[config.mk]
export PLATFORM = sky130hd
export DESIGN_NAME = aes_round_sequencer
export DESIGN_NICKNAME = d
export VERILOG_FILES = /design/src/rtl/aes_round_sequencer.sv
export SDC_FILE = /design/constraint.sdc
export NUM_CORES = 1
export LEC_CHECK = 0
export CAP_MARGIN = 20
export CORE_MARGIN = 1.5
export CORE_UTILIZATION = 40
export CTS_CLUSTER_SIZE = 10
export DETAILED_ROUTE_END_ITERATION = 7
export PLACE_DENSITY_LB_ADDON = 0.15
export RECOVER_POWER = 25
export SLEW_MARGIN = 20
export SYNTH_ARGS = -nofsm -noshare
export SYNTH_HDL_FRONTEND = slang
export SYNTH_SLANG_ARGS = --single-unit
[constraint.sdc]
create_clock -name clk -period 2.1 [get_ports clk]
set_input_delay 0.21 -clock clk [delete_from_list [all_inputs] [get_ports clk]]
set_output_delay 0.21 -clock clk [all_outputs]
set_load 0.05 [all_outputs]
[src/rtl/aes_round_sequencer.sv]
// AES round control sequencer: takes one block per valid/ready handshake and steps
// the state/key banks through LOAD, NUM_ROUNDS rounds and an output hold.
module aes_round_sequencer #(
    parameter int NUM_ROUNDS = 10
) (
    input  logic       clk,
    input  logic       rst,
    input  logic       flush,
    input  logic       in_valid,
    output logic       in_ready,
    output logic       ld_state,
    output logic       ld_key,
    output logic       round_en,
    output logic [3:0] round_idx,
    output logic       final_round,
    output logic [7:0] rcon,
    output logic       out_valid,
    input  logic       out_ready,
    output logic       busy
);

    if (!(NUM_ROUNDS == 10 || NUM_ROUNDS == 12 || NUM_ROUNDS == 14)) begin : g_bad_rounds
        $fatal(1, "aes_round_sequencer: NUM_ROUNDS must be 10, 12 or 14");
    end

    localparam logic [3:0] LAST_ROUND = 4'(NUM_ROUNDS - 1);

    typedef enum logic [2:0] {
        S_IDLE,
        S_LOAD,
        S_ROUND,
        S_FINAL,
        S_HOLD
    } state_e;

    state_e     state_q, state_d;
    logic [3:0] cnt_q, cnt_d;
    logic [7:0] rcon_q, rcon_d;
    logic       rdy_q;

    function automatic logic [7:0] xtime(input logic [7:0] x);
        return {x[6:0], 1'b0} ^ (x[7] ? 8'h1b : 8'h00);
    endfunction

    // rdy_q keeps in_ready low through reset and up to the first edge after release.
    always_ff @(posedge clk or posedge rst) begin
        if (rst) begin
            state_q <= S_IDLE;
            cnt_q   <= 4'd0;
            rcon_q  <= 8'h00;
            rdy_q   <= 1'b0;
        end else begin
            state_q <= state_d;
            cnt_q   <= cnt_d;
            rcon_q  <= rcon_d;
            rdy_q   <= 1'b1;
        end
    end

    assign in_ready = rdy_q && !flush &&
                      (state_q == S_IDLE || (state_q == S_HOLD && out_ready));
    assign busy     = (state_q != S_IDLE);

    always_comb begin
        state_d     = state_q;
        cnt_d       = cnt_q;
        rcon_d      = rcon_q;
        ld_state    = 1'b0;
        ld_key      = 1'b0;
        round_en    = 1'b0;
        round_idx   = 4'd0;
        final_round = 1'b0;
        rcon        = 8'h00;
        out_valid   = 1'b0;

        unique case (state_q)
            S_IDLE: begin
                if (in_valid && in_ready) state_d = S_LOAD;
            end
            S_LOAD: begin
                ld_state = 1'b1;
                ld_key   = 1'b1;
                cnt_d    = 4'd1;
                rcon_d   = 8'h01;
                state_d  = S_ROUND;
            end
            S_ROUND: begin
                round_en  = 1'b1;
                round_idx = cnt_q;
                rcon      = rcon_q;
                cnt_d     = 4'(cnt_q + 4'd1);
                rcon_d    = xtime(rcon_q);
                if (cnt_q == LAST_ROUND) state_d = S_FINAL;
            end
            S_FINAL: begin
                round_en    = 1'b1;
                final_round = 1'b1;
                round_idx   = cnt_q;
                rcon        = rcon_q;
                cnt_d       = 4'd0;
                rcon_d      = 8'h00;
                state_d     = S_HOLD;
            end
            S_HOLD: begin
                out_valid = 1'b1;
                // A waiting request goes straight to LOAD so back-to-back blocks see no bubble.
                if (out_ready) state_d = in_valid ? S_LOAD : S_IDLE;
            end
            default: state_d = S_IDLE;
        endcase

        if (flush) begin
            state_d = S_IDLE;
            cnt_d   = 4'd0;
            rcon_d  = 8'h00;
        end
    end

endmodule

Word-level counts from Yosys, hierarchy flattened
Index checks and enable logic that the tools add are counted.
{"block": "op_classes", "order_cmp": 0, "shift": 0, "n_reduce_logical": 11, "div": 0, "mul": 0, "n_mux": 17, "n_addsub": 1, "n_bitwise": 1, "n_eq_ne": 8}
{"op": "one-hot mux 8 bit (3 select lines)", "n": 1}
{"op": "2-to-1 mux 8 bit", "n": 2}
{"op": "one-hot mux 3 bit (5 select lines)", "n": 1}
{"op": "2-to-1 mux 3 bit", "n": 4}
{"op": "one-hot mux 4 bit (3 select lines)", "n": 1}
{"op": "2-to-1 mux 4 bit", "n": 2}
{"op": "XOR 8 x 5 -> 8 bit", "n": 1}
{"op": "equality test 3 x 2 -> 1 bit (second input constant)", "n": 2}
{"op": "!= test 3 bit (second input constant)", "n": 2}
{"op": "2-to-1 mux 1 bit", "n": 5}
{"op": "2-to-1 mux 5 bit", "n": 1}
{"op": "adder 4 x 1 -> 4 bit (second input constant)", "n": 1}
{"op": "equality test 4 bit (second input constant)", "n": 1}
{"op": "logical AND 1 bit", "n": 4}
{"op": "nonzero test 4 bit", "n": 1}
{"op": "equality test 3 x 1 -> 1 bit (second input constant)", "n": 1}
{"op": "equality test 3 bit (second input constant)", "n": 1}
{"op": "logical NOT 3 bit", "n": 1}
{"op": "!= test 3 x 2 -> 1 bit (second input constant)", "n": 1}
{"op": "AND reduction 3 bit", "n": 1}
{"op": "nonzero test 3 bit", "n": 1}
{"op": "OR reduction 2 bit", "n": 1}
{"op": "logical NOT 1 bit", "n": 1}
{"op": "logical OR 1 bit", "n": 1}
{"block": "totals", "rom_bits": 0, "mem_count": 0, "in_bits": 5, "mem_bits_rw": 0, "latch_bits": 0, "word_cells": 42, "reg_bits": 16, "output_inout_bits": 19}

Logic depth before layout (Yosys ltp)
Gate-level depths: netlist (run 1).
{"block": "depth", "depth_word": 8, "ltp_mapped": 4, "ltp_nobuf": 4}

Worst setup path before layout (run 1)
No wires, ideal clock.
{"block": "synth_timing", "path_kind": "register to output", "start": "register state_q[0]", "end": "output port in_ready", "path_buffers": 1, "arrival_time_ns": 2.264, "path_stages_with_launch": 4, "required_ns": 1.890, "slack_ns": -0.374, "path_cell_list": "dfrtp_1 > buf_2 > nor2_1 > nor4bb_1"}
{"block": "synth_via", "elab_chain_cells": 4, "elab_cells_between_ends": 5, "cone_classes": "eq/ne: 1; reduce/logical: 4"}
{"element": "from (decl)", "line_no": "36", "source": "state_e state_q, state_d;"}
{"element": "from (signal assigned)", "line_no": "53", "source": "state_q <= state_d;"}
{"element": "equality test 3 bit", "line_no": "61", "source": "(state_q == S_IDLE || (state_q == S_HOLD && out_ready));"}
{"element": "logical AND 1 bit", "line_no": "61"}
{"element": "logical OR 1 bit (*)", "line_no": "61"}
{"element": "logical AND 1 bit (*)", "line_no": "60", "source": "assign in_ready = rdy_q && !flush &&"}
{"element": "to (decl)", "line_no": "10", "source": "output logic in_ready,"}
Every way passes the cells marked *; elsewhere a longest branch is shown, timed or not.

Worst setup path after layout (run 1)
{"block": "layout_timing", "start": "register state_q[1]", "end": "output port busy"}
{"block": "layout_via", "elab_chain_cells": 1}
{"element": "nonzero test 3 bit", "line_no": "62", "source": "assign busy = (state_q != S_IDLE);"}
{"element": "to (decl)", "line_no": "19", "source": "output logic busy"}
Every way passes these cells.

==> results.md, run 1 <==
- Clk Latency, worst-skew pair: 290 ps
- Setup TNS: 0 ps
- EDFF count, synth: 0
- Tot Pwr: 0.783 mW
- Clk root buf: clkbuf_4
- Critical Path Start Type: register
- Tmin final: 1970 ps
- Reg clk slew, reported paths: 100 ps
- Worst setup EP type: output port
- Post-Syn Area: 923 sq um
- Final setup viols: 0
- Fillers: 176
- Post-DR wirelength/cell: 13.9 microns
- Total CTS buffers: 3
- DIE WIDTH: 51.0 microns
- GRT overflow: 0
- Io pins: 24
- Core ar.: 2190 sq um
- Initial antenna violation count: 0
- Clk buf depth: 2
- Worst-path maximum fanout: 2
- Layout cell share with drive strength beyond 1: 30.4%
- Synth Register Bits: 16
- CTS-repair resized insts: 0
- Synth warn: 0
- Tightest Pin Transition: 617 ps
- Area Growth Syn to Fin: 50.0%
- Site row count: 17
- Mapped Nets: 96
- RSZ-0062 raised after global routing: false
- Final count of pins violating max slew: 0
- Cells after synthesis: 89
- Global-route wire length before repair: 3350 microns
- Maxcap violations: 0
- Reg2reg path depth: 4
- Area leader, netlist: dfrtp_1
- Share of synthesized registers carrying an async set or reset: 100%
- CP arrival: 1760 ps
- DP Area: 1350 sq um
- H-tree levels: 1
- Initial Utilization: 42.1%
- Vias: 737
- Vias in the first global route: 708
- Design area: 1390 sq um
- Part of the cycle the worst path needs: 93.6%
- DRT iter0 DRCs: 13
- Sink Count: 16
- Top FF cell, synth: dfrtp_1
- Critical path class: register to output port
- Syn_area_per_cell: 10.4 sq um
- Top cell type's share of synthesized area: 43.4%
- Final WL: 1990 microns
- Post-detail-place hpwl: 1450 microns
- Hold Vio Cnt, Final: 0
- Worst hold path type: input port to asynchronous set/reset pin
- Post-Route Utilization: 63.2%
- Register area share after synthesis: 43.4%
- Hold Buf Count CTS: 0
- First drt pass iteration count: 4
- CTS tree: yes
- Full die area: 2610 sq um
- IO buf count: 23
- Total leakage power: 0.632 nW
- Post-CTS setup buffers: 0
- GRT Util Overall: 17.4%
- Final net count: 123
- Fmax: 509 MHz
- Status: completed
- Die Y: 51.0 microns
- Maximum vdd drop: 403 uV
- Largest net degree at the start of global routing: 17
- CP required: 1890 ps
- Antenna viol nets, final: 0
- Ant diodes: 0
- PwrDens: 565 nW/um^2
- Drc violations: 0
- GP Congestion: 0.712
- Largest cells by area after synthesis: dfrtp_1 43%, and2_1 9.5%, a22o_1 8.5%
- Slew headroom: 58.8%
- Clock Skew: 3.10 ps
- Min Hold Slack: 424 ps
- Avg Vias per Cell: 5.15
- Yosys cell types: 33
-- cell usage after synthesis (2+ instances only) --
library cell   n
dfrtp_1       16
o21bai_1       2
a22oi_1        2
clkbuf_1       3
nor4bb_1       2
nor2b_1        4
xor2_1         3
nor3_1         3
ha_1           2
inv_1          3
a21oi_1        3
nor2_1         4
a22o_1         9
and2_1        14
-- flip-flops by register name, indices dropped and copies added, names as in the netlist --
signal and count:
rcon_q 8, cnt_q 4, state_q 3, rdy_q 1
-- through the flow --
step,setup WS (ps),instances
final,134,143
after global routing,65.1,143
after CTS,115,143
after detailed placement,389,139
after global placement,409,139
after floorplan,46.4,89
-- critical path, cell delays in order, from the launching register on --
cell and delay (ps):
dfrtp_1 390, or3_1 370, clkdlybuf4s50_1 710
-- layout by cell type (no fill, tap or decap) --
master / Yosys / final
ha_1: 2 / 2
nor3_2: 0 / 1
dlygate4sd3_1: 0 / 1
xor2_1: 3 / 3
dfrtp_1: 16 / 16
nor2_1: 4 / 4
clkdlybuf4s50_1: 0 / 4
nor2_2: 1 / 1
o2bb2ai_1: 1 / 1
nor4b_4: 1 / 1
buf_4: 1 / 9
clkbuf_8: 0 / 1
o22ai_2: 1 / 1
or4b_4: 1 / 1
nor4bb_2: 0 / 1
nor2b_1: 4 / 4
nand2_1: 1 / 1
conb_1: 1 / 1
nand3_1: 1 / 1
nor4bb_1: 2 / 1
o21a_1: 1 / 1
o21ba_2: 1 / 1
and2_1: 14 / 14
buf_12: 0 / 15
a211oi_1: 1 / 1
o21bai_1: 2 / 2
a22o_1: 9 / 9
a32oi_1: 1 / 1
or3_1: 1 / 1
a21oi_1: 3 / 3
nor3_1: 3 / 2
inv_1: 3 / 3
xnor2_1: 1 / 1
o32ai_1: 1 / 1
a22oi_1: 2 / 2
clkbuf_4: 0 / 3
-- power breakdown --
| group | total, mW | internal [mW] | leakage [nW] | switching (mW) |
|---|---|---|---|---|
| clock network | 0.207 | 0.106 | 0.0210 | 0.101 |
| logic | 0.242 | 0.101 | 0.391 | 0.141 |
| registers | 0.334 | 0.320 | 0.219 | 0.0137 |
| total | 0.783 | 0.527 | 0.632 | 0.257 |
-- layout make-up --
class	instances	area [sq um]	share of cell area, %
Multi-Input combinational cell	63	484	35.0
Timing Repair Buffer	29	418	30.2
Sequential cell	16	400	28.9
Clock buffer	4	36.3	2.62
Tap cell	28	35.0	2.53
Inverter	3	11.3	0.813
-- cells by family (layout without fill, tap and decap cells) --
| kind of cell | after synthesis | count (layout) | share of synthesized area [%] |
|---|---|---|---|
| buf+inv | 10 | 36 | 5.42 |
| xor+xnor | 4 | 4 | 3.79 |
| compound gates | 23 | 23 | 20.3 |
| other cells | 1 | 1 | 0.406 |
| flops | 16 | 16 | 43.4 |
| fa+ha+maj | 2 | 2 | 2.71 |
| simple gates | 33 | 33 | 24.0 |
-- per-layer routing --
metal	wire length [microns]	vias to the layer above	global-route usage (%)
met2	967	18	27.3
met3	65	4	2.92
li1	-	364	-
met4	37	0	8.11
met1	920	351	23.3
met5	0	-	0
-- final timing paths --
path,to,start,slack (ps)
worst max register to register,cnt_q[2],state_q[2],670
worst min register to register,rcon_q[2],rcon_q[1],530
max in group asynchronous,cnt_q[1],rst,1280
min in group clk,rcon_q[2],rcon_q[1],530
worst max-delay path,busy,state_q[1],130
worst min-delay path,rcon_q[4],rst,420
(Power assumes the default switching activity.)
==> inputs of run 2 (changes only) <==
- CAP_MARGIN: 20 -> 30
==> results of run 2 <==
Same layout as run 1: the final DEF is identical, and so are final timing and power.
==> inputs of run 3 (changes only) <==
- GPL_TIMING_DRIVEN: unset -> 0
==> run 3 against run 2 <==
  * Maximum frequency down 1.9%
  * Critical endpoint is now ld_key
  * Largest power group unchanged
  * Cell area down 9.3%
  * Global-route usage about the same
  * Sequential share of layout area up 3.0 points
  * Die area unchanged
  * Via count up 3.0%
==> results.md, run 3 (synthesis results as in run 1) <==
- IO buf count: 23 (unchanged)
- Critical path class: register to output port (unchanged)
- Fillers: 217 (was 176)
- PwrDens: 616 nW/um^2 (was 565 nW/um^2)
- Critical-path cell list: clkbuf_2 -> nor3_2 -> dlygate4sd2_1 (was or3_1 -> clkdlybuf4s50_1)
- Slowest cell on crit path: dlygate4sd2_1 (was clkdlybuf4s50_1)
- Die Y: 51.0 microns (unchanged)
- Design area: 1260 sq um (was 1390 sq um)
- Fmax: 499 MHz (was 509 MHz)
- Top flop regs: rcon_q x8, cnt_q x4, state_q x3 (unchanged)
- Vias in the first global route: 724 (was 708)
- Post-detail-place hpwl: 1340 microns (was 1450 microns)
- Most common cell after layout, fill and taps aside: dfrtp_1 (unchanged)
- Initial antenna violation count: 0 (unchanged)
- R2R setup slack: 620 ps (was 670 ps)
- Worst-path maximum fanout: 10 (was 2)
- Core ar.: 2190 sq um (unchanged)
- Layout cell share with drive strength beyond 1: 26.9% (was 30.4%)
- Worst hold path type: input port to asynchronous set/reset pin (unchanged)
- Max stage delay on crit path: 550 ps (was 710 ps)
- Max reg flops: 8 (unchanged)
- Largest net degree at the start of global routing: 17 (unchanged)
- First drt pass iteration count: 4 (unchanged)
- Hold Vio Cnt, Final: 0 (unchanged)
- RSZ-0062 raised after global routing: false (unchanged)
- DRT iter0 DRCs: 5 (was 13)
- Ant diodes: 0 (unchanged)
- Post-DR wirelength/cell: 13.2 microns (was 13.9 microns)
- Tightest Pin Transition: 636 ps (was 617 ps)
- Top reg by flops: rcon_q (unchanged)
- Net Switching: 0.259 mW (was 0.257 mW)
- Tmin final: 2000 ps (was 1970 ps)
- Tot Pwr: 0.773 mW (was 0.783 mW)
- Initial Utilization: 42.1% (unchanged)
- Maximum vdd drop: 359 uV (was 403 uV)
- Commonest cells after routing, fill and taps aside: 16 x dfrtp_1, 14 x and2_1, 9 x a22o_1, 8 x clkdlybuf4s15_2, 6 x dlygate4sd2_1 (was 16 x dfrtp_1, 15 x buf_12, 14 x and2_1, 9 x a22o_1, 9 x buf_4)
- Clk root buf: clkbuf_4 (unchanged)
- Avg Vias per Cell: 5.16 (was 5.15)
- Total CTS buffers: 3 (unchanged)
- GRT overflow: 0 (unchanged)
- Drc violations: 0 (unchanged)
- GRT Util Overall: 17.4% (about the same)
- Clk buf depth: 2 (unchanged)
- Full die area: 2610 sq um (unchanged)
- Clk Latency, worst-skew pair: 290 ps (about the same)
- Power Internal: 0.514 mW (was 0.527 mW)
- Final WL: 1950 microns (was 1990 microns)
- Status: completed (unchanged)
- Seq pwr share: 43.5% (was 42.7%)
- Reg2reg path depth: 3 (was 4)
- Comb pwr share: 29.4% (was 30.9%)
- Sink Count: 16 (unchanged)
- Clock Skew: 1.52 ps (was 3.10 ps)
- Worst setup EP type: output port (unchanged)
- Io pins: 24 (unchanged)
- Hold Buf Count CTS: 0 (unchanged)
- CP required: 1890 ps (about the same)
- CP arrival: 1790 ps (was 1760 ps)
- RR Startpoint: state_q[2] (unchanged)
- Site row count: 17 (unchanged)
- DIE WIDTH: 51.0 microns (unchanged)
- Antenna viol nets, final: 0 (unchanged)
- Vias: 759 (was 737)
- Total leakage power: 0.606 nW (was 0.632 nW)
- GP Congestion: 0.711 (was 0.712)
- Maxcap violations: 0 (unchanged)
- Slew headroom: 57.6% (was 58.8%)
- Area Growth Syn to Fin: 36.0% (was 50.0%)
- Reg clk slew, reported paths: 100 ps (about the same)
- Worst R2R End: cnt_q[3] (was cnt_q[2])
- Final setup viols: 0 (unchanged)
- Critical Path Start Type: register (unchanged)
- Part of the cycle the worst path needs: 95.4% (was 93.6%)
- Clk pwr share: 27.1% (was 26.4%)
- Switching part of the total power: 33.5% (was 32.8%)
- CTS tree: yes (unchanged)
- Global-route wire length before repair: 3370 microns (was 3350 microns)
- DP Area: 1200 sq um (was 1350 sq um)
- H-tree levels: 1 (unchanged)
- Final count of pins violating max slew: 0 (unchanged)
- Final net count: 127 (was 123)
## run 3: what timing repair did
item / CTS / global route
resized for setup: 46 / 8
setup endpoints to repair: 19 / 9
setup buffers: 0 / 3
## run 3: how the worst max path moves through the flow
stage                     from     endpoint  slack, ps  cells past startpoint
global placement    state_q[2]  final_round       -360                      4
finish              state_q[2]       ld_key        100                      3
detailed placement  state_q[2]  final_round       -360                      4
global route        state_q[2]    out_valid          3                      3
floorplan           state_q[2]  final_round         50                      3
CTS                 state_q[2]     round_en         50                      3
## run 3: worst max-delay path: cells and delay by family (launching register included)
| kind | cells | cell delay (ps) |
|---|---|---|
| buffers and inverters | 2 | 790 |
| flip-flops | 1 | 490 |
| AND/OR/NAND/NOR | 1 | 220 |
## run 3: power groups by stage
| stage | clock network, mW | registers, mW | logic, mW |
|---|---|---|---|
| 6_report | 0.210 | 0.337 | 0.227 |
| 5_1_grt | 0.231 | 0.339 | 0.247 |
| 4_1_cts | 0.215 | 0.337 | 0.221 |
| 3_5_place_dp | 0 | 0.342 | 0.225 |
| 3_3_place_gp | 0 | 0.341 | 0.223 |
| 2_1_floorplan | 0 | 0.338 | 0.165 |
## run 3: per-stage QoR
step | TNS, ps | utilization (%) | hold WS, ps | setup slack, ps | instances
2_1_floorplan | 0 | - | 124 | 46.4 | 89
3_3_place_gp | -3530 | 54.8 | 498 | -359 | 140
3_5_place_dp | -3670 | 54.8 | 509 | -362 | 140
4_1_cts | 0 | 57.1 | 323 | 45.4 | 144
5_1_grt | 0 | 57.3 | 492 | 2.71 | 147
6_report | 0 | 57.3 | 438 | 96.3 | 147
## run 3: layer usage
metal / up-vias / GRT usage [%] / routed length [microns]
met1: 366 / 23.4 / 948
met3: 2 / 2.63 / 70
met2: 15 / 27.3 / 911
met4: 0 / 8.11 / 14
met5: - / 0 / 0
li1: 376 / - / -
## run 3: cell type report
class / instances / area (sq um) / area share, %
Buffer: 7 / 41.3 / 3.29
Clock buffer: 4 / 36.3 / 2.89
Inverter: 3 / 11.3 / 0.896
Multi-Input combinational cell: 63 / 492 / 39.1
Sequential cell: 16 / 400 / 31.9
Tap cell: 28 / 35.0 / 2.79
Timing Repair Buffer: 26 / 240 / 19.1
